$ cat config.mk
export PLATFORM = sky130hd
export DESIGN_NAME = branch_sequencer
export DESIGN_NICKNAME = d
export VERILOG_FILES = /design/src/rtl/branch_pkg.sv /design/src/rtl/branch_field_decode.sv /design/src/rtl/branch_sequencer.sv
export SDC_FILE = /design/constraint.sdc
export NUM_CORES = 1
export LEC_CHECK = 0
export ABC_AREA = 1
export BUFFER_PORTS_ARGS = -buffer_cell sky130_fd_sc_hd__buf_2
export CORE_AREA = 2 2 88 90
export DETAILED_ROUTE_END_ITERATION = 16
export DIE_AREA = 0 0 90 92
export PLACE_DENSITY_LB_ADDON = 0.3
export SLEW_MARGIN = 5
export SYNTH_ARGS = -nofsm -noshare
export SYNTH_HDL_FRONTEND = slang
export SYNTH_SLANG_ARGS = --single-unit
$ cat constraint.sdc
create_clock -name clock -period 3.89 [get_ports clock]
set_input_delay 0.1945 -clock clock [delete_from_list [all_inputs] [get_ports clock]]
set_output_delay 0.1945 -clock clock [all_outputs]
set_load 0.01 [all_outputs]
$ cat src/rtl/branch_pkg.sv
// Shared definitions for the conditional-branch sequencer: instruction field
// positions, the default branch opcode and the control-step state encoding.
package branch_pkg;

    localparam int OP_MSB = 31;
    localparam int OP_LSB = 27;
    localparam int RA_MSB = 26;
    localparam int RA_LSB = 23;
    localparam int C2_MSB = 20;
    localparam int C2_LSB = 19;
    localparam int C_MSB  = 18;
    localparam int C_LSB  = 0;

    localparam logic [OP_MSB-OP_LSB:0] BR_OPCODE_DEFAULT = 5'b10010;

    typedef enum logic [2:0] {
        S_IDLE,
        S_CON,
        S_PCY,
        S_ADD,
        S_PCLD,
        S_DONE
    } state_t;

    // One control step's worth of bus/register strobes (pc_in excluded: it also needs con_q).
    typedef struct packed {
        logic gra_rout;
        logic pc_out;
        logic y_in;
        logic c_out;
        logic add_op;
        logic z_in;
        logic zlo_out;
    } strobes_t;

endpackage

$ cat src/rtl/branch_field_decode.sv
// Combinational field extraction from the latched branch instruction:
// condition code, Ra select and the sign-extended C offset.
module branch_field_decode
    import branch_pkg::*;
(
    input  logic [31:0] ir_q,
    output logic [1:0]  c2,
    output logic [3:0]  ra_sel,
    output logic [31:0] c_sext
);

    assign c2     = ir_q[C2_MSB:C2_LSB];
    assign ra_sel = ir_q[RA_MSB:RA_LSB];
    assign c_sext = {{(31 - C_MSB){ir_q[C_MSB]}}, ir_q[C_MSB:C_LSB]};

    // Opcode and bits 22:21 are not needed once the instruction is in the sequencer.
    logic unused_bits;
    assign unused_bits = ^{ir_q[OP_MSB:OP_LSB], ir_q[22:21]};

endmodule

$ cat src/rtl/branch_sequencer.sv
// Control-step sequencer for conditional branches: latches CON, drives the
// PC + sext(C) datapath strobes, loads PC only when taken, counts taken branches.
module branch_sequencer
    import branch_pkg::*;
#(
    parameter logic [4:0] BR_OPCODE      = BR_OPCODE_DEFAULT,
    parameter bit         SKIP_NOT_TAKEN = 1'b1,
    parameter int         CNT_W          = 16
) (
    input  logic             clock,
    input  logic             reset_n,
    input  logic             start,
    input  logic [31:0]      ir,
    input  logic             con_d,
    output logic [1:0]       c2,
    output logic [3:0]       ra_sel,
    output logic             gra_rout,
    output logic             pc_out,
    output logic             y_in,
    output logic             c_out,
    output logic             add_op,
    output logic             z_in,
    output logic             zlo_out,
    output logic             pc_in,
    output logic [31:0]      c_sext,
    output logic             con_q,
    output logic             busy,
    output logic             done,
    output logic [CNT_W-1:0] taken_count
);

    state_t      state_q;
    state_t      state_d;
    logic [31:0] ir_q;
    strobes_t    strb;
    logic        accept;

    assign accept = (state_q == S_IDLE) && start && (ir[OP_MSB:OP_LSB] == BR_OPCODE);

    // NOTE: state is updated with non-blocking assignments so every register
    // samples the pre-edge values of the others, exactly like the hardware.
    always_ff @(posedge clock or negedge reset_n) begin
        if (!reset_n) begin
            state_q     <= S_IDLE;
            ir_q        <= '0;
            con_q       <= 1'b0;
            taken_count <= '0;
        end else begin
            state_q <= state_d;
            if (accept) begin
                ir_q <= ir;
            end
            if (state_q == S_CON) begin
                con_q <= con_d;
            end
            if (state_q == S_PCLD && con_q) begin
                taken_count <= taken_count + CNT_W'(1);
            end
        end
    end

    // NOTE: every output of this block gets a default before the case, so no
    // path leaves a signal unassigned and no latch is inferred.
    always_comb begin
        state_d = state_q;
        strb    = '0;
        busy    = 1'b1;
        done    = 1'b0;
        unique case (state_q)
            S_IDLE: begin
                busy = 1'b0;
                if (accept) begin
                    state_d = S_CON;
                end
            end
            S_CON: begin
                strb.gra_rout = 1'b1;
                // con_d is live this cycle; con_q only holds it from the next edge.
                state_d = (SKIP_NOT_TAKEN && !con_d) ? S_DONE : S_PCY;
            end
            S_PCY: begin
                strb.pc_out = 1'b1;
                strb.y_in   = 1'b1;
                state_d     = S_ADD;
            end
            S_ADD: begin
                strb.c_out  = 1'b1;
                strb.add_op = 1'b1;
                strb.z_in   = 1'b1;
                state_d     = S_PCLD;
            end
            S_PCLD: begin
                strb.zlo_out = 1'b1;
                state_d      = S_DONE;
            end
            S_DONE: begin
                done    = 1'b1;
                state_d = S_IDLE;
            end
            default: begin
                state_d = S_IDLE;
            end
        endcase
    end

    assign gra_rout = strb.gra_rout;
    assign pc_out   = strb.pc_out;
    assign y_in     = strb.y_in;
    assign c_out    = strb.c_out;
    assign add_op   = strb.add_op;
    assign z_in     = strb.z_in;
    assign zlo_out  = strb.zlo_out;
    assign pc_in    = (state_q == S_PCLD) && con_q;

    branch_field_decode u_decode (
        .ir_q   (ir_q),
        .c2     (c2),
        .ra_sel (ra_sel),
        .c_sext (c_sext)
    );

endmodule

## Yosys cells after proc, flatten, opt, wreduce, memory -nomap -nowiden

Cells that the tools add are included.
Widths: inputs -> output; s select.

| word-level totals | value |
|---|---|
| register bits after elaboration | 47 |
| input bits | 36 |
| logic and storage cells | 25 |
| output and inout bits | 65 |

| operators by class | value |
|---|---|
| eq/ne operators | 7 |
| reductions and logical operators | 4 |
| multiplexer cells | 9 |
| add/sub/neg operators | 1 |

Operators by type and width:

| operator | number |
|---|---|
| $add 16x1->16 const B | 1 |
| $pmux 3 s5 | 1 |
| $mux 3 | 3 |
| $eq 3x2->1 const B | 2 |
| $eq 3x3->1 const B | 2 |
| $eq 5x5->1 const B | 1 |
| $mux 1 | 4 |
| $eq 3x1->1 const B | 1 |
| $logic_and 1x1->1 | 3 |
| $logic_not 3->1 | 1 |
| $mux 2 | 1 |
| $ne 2x2->1 const B | 1 |

## Logic depth before layout (Yosys ltp)

| logic depth | value |
|---|---|
| depth after elaboration | 5 |
| mapped depth | 9 |

## Modules after synthesis

A second synthesis with hierarchy kept.

| second synthesis, totals | value |
|---|---|
| cells, all modules | 313 |
| area, all modules | 2658.8 um^2 |

Modules (own cells, without submodules):

| module | cells each | area each (um^2) | sequential area each (um^2) | times used |
|---|---|---|---|---|
| branch_sequencer | 275 | 2373.5 | 1301.2 | 1 |
| branch_field_decode | 38 | 285.3 | 0.0 | 1 |

## Worst setup path before layout

No wires, ideal clock.

| timing | value |
|---|---|
| kind | reg-to-reg |
| start | register taken_count[1] |
| end | register taken_count[12] |
| arrival time | 1.225 ns |
| stages on the path, launching flop included | 9 |
| setup slack | 2.544 ns |
| clock period less this slack | 1.346 ns |
| required time | 3.770 ns |
| path buffers | 0 |
| cells stage by stage | dfrtp_1 > ha_1 > inv_1 > nor2_1 > nand2_1 > nor2_4 > nand2_2 > o21ai_1 > nand2_1 |

| on the way | value |
|---|---|
| longest elaborated chain between the ends | 1 |

Ends and longest elaborated chain:

| element | line | text |
|---|---|---|
| start, declared | branch_sequencer.sv:29 | `output logic [CNT_W-1:0] taken_count` |
| start signal, assigned | branch_sequencer.sv:57 | `taken_count <= taken_count + CNT_W'(1);` |
| $add 16x1->16 | branch_sequencer.sv:57 |  |

Every way passes these cells.
A chain may end at the register's enable or synchronous reset.

## Worst setup path after layout

| timing | value |
|---|---|
| start | register state_q[0] |
| end | register ir_q[18] |

| on the way | value |
|---|---|
| longest elaborated chain between the ends | 3 |

Ends and longest elaborated chain:

| element | line | text |
|---|---|---|
| start, declared | branch_sequencer.sv:32 | `state_t state_q;` |
| start signal, assigned | branch_sequencer.sv:49 | `state_q <= state_d;` |
| $logic_not 3->1 | branch_sequencer.sv:38 | `assign accept = (state_q == S_IDLE) && start && (ir[OP_MSB:OP_LSB] == BR_OPCODE);` |
| $logic_and 1x1->1 (2 in a row) | branch_sequencer.sv:38 |  |
| end signal, assigned | branch_sequencer.sv:51 | `ir_q <= ir;` |
| end, declared | branch_sequencer.sv:34 | `logic [31:0] ir_q;` |

Every way passes these cells.

==> results.toml <==
[timing]
fmax_mhz = 514
final.min_clock_period_ns = 1.95
finalMaxSlewViolations = 0
timing.setup.tns_ns = 0
skew_ns = 0.00598
setup_viol = 0
final-hold-violation-count = 0
grt_setup_unrepaired = "no"
fin_crit_sh_pct = 50.0
worstMarginPinSlew_ns = 1.03
max-slew-margin-rel_pct = 31.6

[grt]
grt_use_met1_pct = 15.5
grt_usage_pct = 11.3
grt_start_max_net_pins = 51
first_global_vias = 1678
grt_pass1_wl_mm = 7.73
use_met3_pct = 2.63
antenna_found_initial = 0
use_met2_pct = 18.2
grt_busiest_layer = "met2"
grt_overflow = 0

[critical_path]
cp.required_ns = 4.05
crit_type = "flip-flop to flip-flop"
cp.arrival_ns = 2.10
crit_fanout = 50
startpoint_type = "flip-flop"
endpoint_kind = "flip-flop"

[floorplanning]
dieArea_sq_mm = 0.00828
core_area_sq_mm = 0.00745
start_util_pct = 31.7
boundaryPins = 101
chipHeight_microns = 92
die_x_microns = 90
num_rows = 32

[synthesis]
synthAdderAreaFrac_pct = 0.530
syn_area_per_cell_sq_um = 9.59
yosysUniqueCellTypes = 26
synth_nets = 283
synth-seq-cells = 45
synthSimpleGateAreaFrac_pct = 21.7
syn_area_sq_mm = 0.00236
synth_cells = 246
yosysWarnings = 0
synth_compound_gate_area_share_pct = 10.7
synth-xor-area-share_pct = 4.08
synth.mux.area_fraction_pct = 0
synth_top_family_by_area = "simple AND/OR/NAND/NOR gates"
ys_seq_area_share_pct = 47.7

[final_layout]
mostFrequentLayoutCells = "buf_2, inv_1, dfrtp_1, nand2_2"
design_area_sq_mm = 0.00292
nets = 367
area_delta_synth_final_pct = 23.6
layout_commonest_cell = "buf_2"
drive_above_1_share_pct = 51.1
diodes = 0
fill_cells = 780

[clocking]
cts.clk_slew.worst_paths_ns = 0.08
ctsLongestPathBuffers = 2
cts_root_buffer = "clkbuf_8"
cts_buffers = 5
cts_tree = "yes"
post-cts-setup-buffer-count = 0
cts_max_level = 2
cts-hold-fix-buffers = 0
clock_latency_ns = 0.29
cts.sinks = 45
cts_resized = 0

[hold_path]
min_path_type = "input port to async pin"

[drt]
avgRoutedWirePerCell_microns = 10.2
drt.antenna.violating_nets = 0
vias = 1746
avgViaCountPerCell = 4.03
drc = 0
drt-total-wl_mm = 4.43
drtIter0Drc = 26
firstDrtPassIters = 4

[placement]
gp_congestion = 0.713
port_buffers = 98
place_hpwl_mm = 3.28
placed_cell_area_sq_mm = 0.00280

[pwr]
powerDensity_mw_per_mm2 = 556
leakage_nw = 1.67
vdd_drop_max_v = 0.000241

[run_status]
run_status = "finished clean"

[run]
cap_viol_max_count = 0
kinds of logic (layout without fill, tap and decap cells):
kind of cell,after synthesis,count (layout)
AO/OA/AOI/OAI,31,31
XOR/XNOR,11,11
adder cells (fa/ha/maj),1,1
buffers and inverters,70,155
flip-flops,45,45
AND/OR/NAND/NOR,88,88
per-layer routing:
metal,wire length [microns],vias up
li1,-,898
met1,2150,790
met2,2030,55
met3,223,3
met4,23,0
met5,0,-
worst paths after layout:
check	from	end	slack (ns)	depth (start not counted)
setup / recovery	state_q[0]	ir_q[18]	1.94	6
hold / removal	reset_n	state_q[0]	0.08	1
setup reg to reg	state_q[0]	ir_q[18]	1.94	6
hold reg to reg	ir_q[16]	ir_q[16]	0.48	2
max in group asynchronous	reset_n	state_q[2]	3.18	1
min in group clock	con_d	state_q[1]	0.12	2
through the flow:
step / power [W] / hold WS, ns / setup WS, ns / instances / utilization, %
3_3_place_gp: 0.00127 / 0.421 / 1.97 / 425 / 37.6
2_1_floorplan: 0.00110 / -0.101 / 2.54 / 246 / -
5_1_grt: 0.00175 / 0.104 / 1.76 / 433 / 39.2
6_report: 0.00162 / 0.0750 / 1.94 / 433 / 39.2
3_5_place_dp: 0.00128 / 0.422 / 1.95 / 425 / 37.6
4_1_cts: 0.00165 / 0.104 / 1.92 / 433 / 39.2
Yosys cell counts:
cell type  count  area share, %
xnor2_1        2           0.74
nor3_2         2           0.85
a21o_1         1           0.32
o21ai_2       25            9.3
nand3b_1       1           0.32
ha_1           1           0.53
buf_6          5            2.4
nand2_1       25            4.0
nand3_4        2            1.5
or3_1          1           0.27
nand2_2       26            6.9
nor2_2         3           0.80
nor3_4         1           0.69
nor2_4         3            1.4
inv_1         48            7.6
dfrtp_1       45             48
nor2_1        10            1.6
nand2_4        1           0.48
clkinv_2       1           0.21
xor2_1         9            3.3
nand3_1        4           0.85
nand4_1        3           0.80
buf_4         16            5.1
o21ai_1        2           0.42
a21oi_1        3           0.64
nor3_1         6            1.3
report_power, final:
group          internal, W  total (W)  leakage [nW]  switching (W)
Sequential        0.000584   0.000692         0.604       0.000108
Combinational     0.000249   0.000563          1.01       0.000313
Clock             0.000210   0.000367        0.0585       0.000158
final cells by class:
class                   count  area [sq um]  share of cell area (%)
well taps                 102           128                    4.37
flip-flops and latches     45          1130                    38.6
inverters                  49           185                    6.35
clock inverters             1          30.0                    1.03
clock buffers               7          86.3                    2.96
multi-input cells         131           872                    29.9
repair buffers             98           490                    16.8
registers in the layout, summed over array words and instances (netlist names):
| register | flops |
|---|---|
| taken_count | 16 |
| state_q | 3 |
| con_q | 1 |
| ir_q | 25 |
critical path, stage by stage, from the launching register on:
cell	delay, ns
dfrtp_1	0.43
nor2_2	0.18
inv_1	0.07
nor2_2	0.15
nand3_4	0.61
nand2_2	0.25
o21ai_2	0.07
Power figures use the tool's default switching activity.
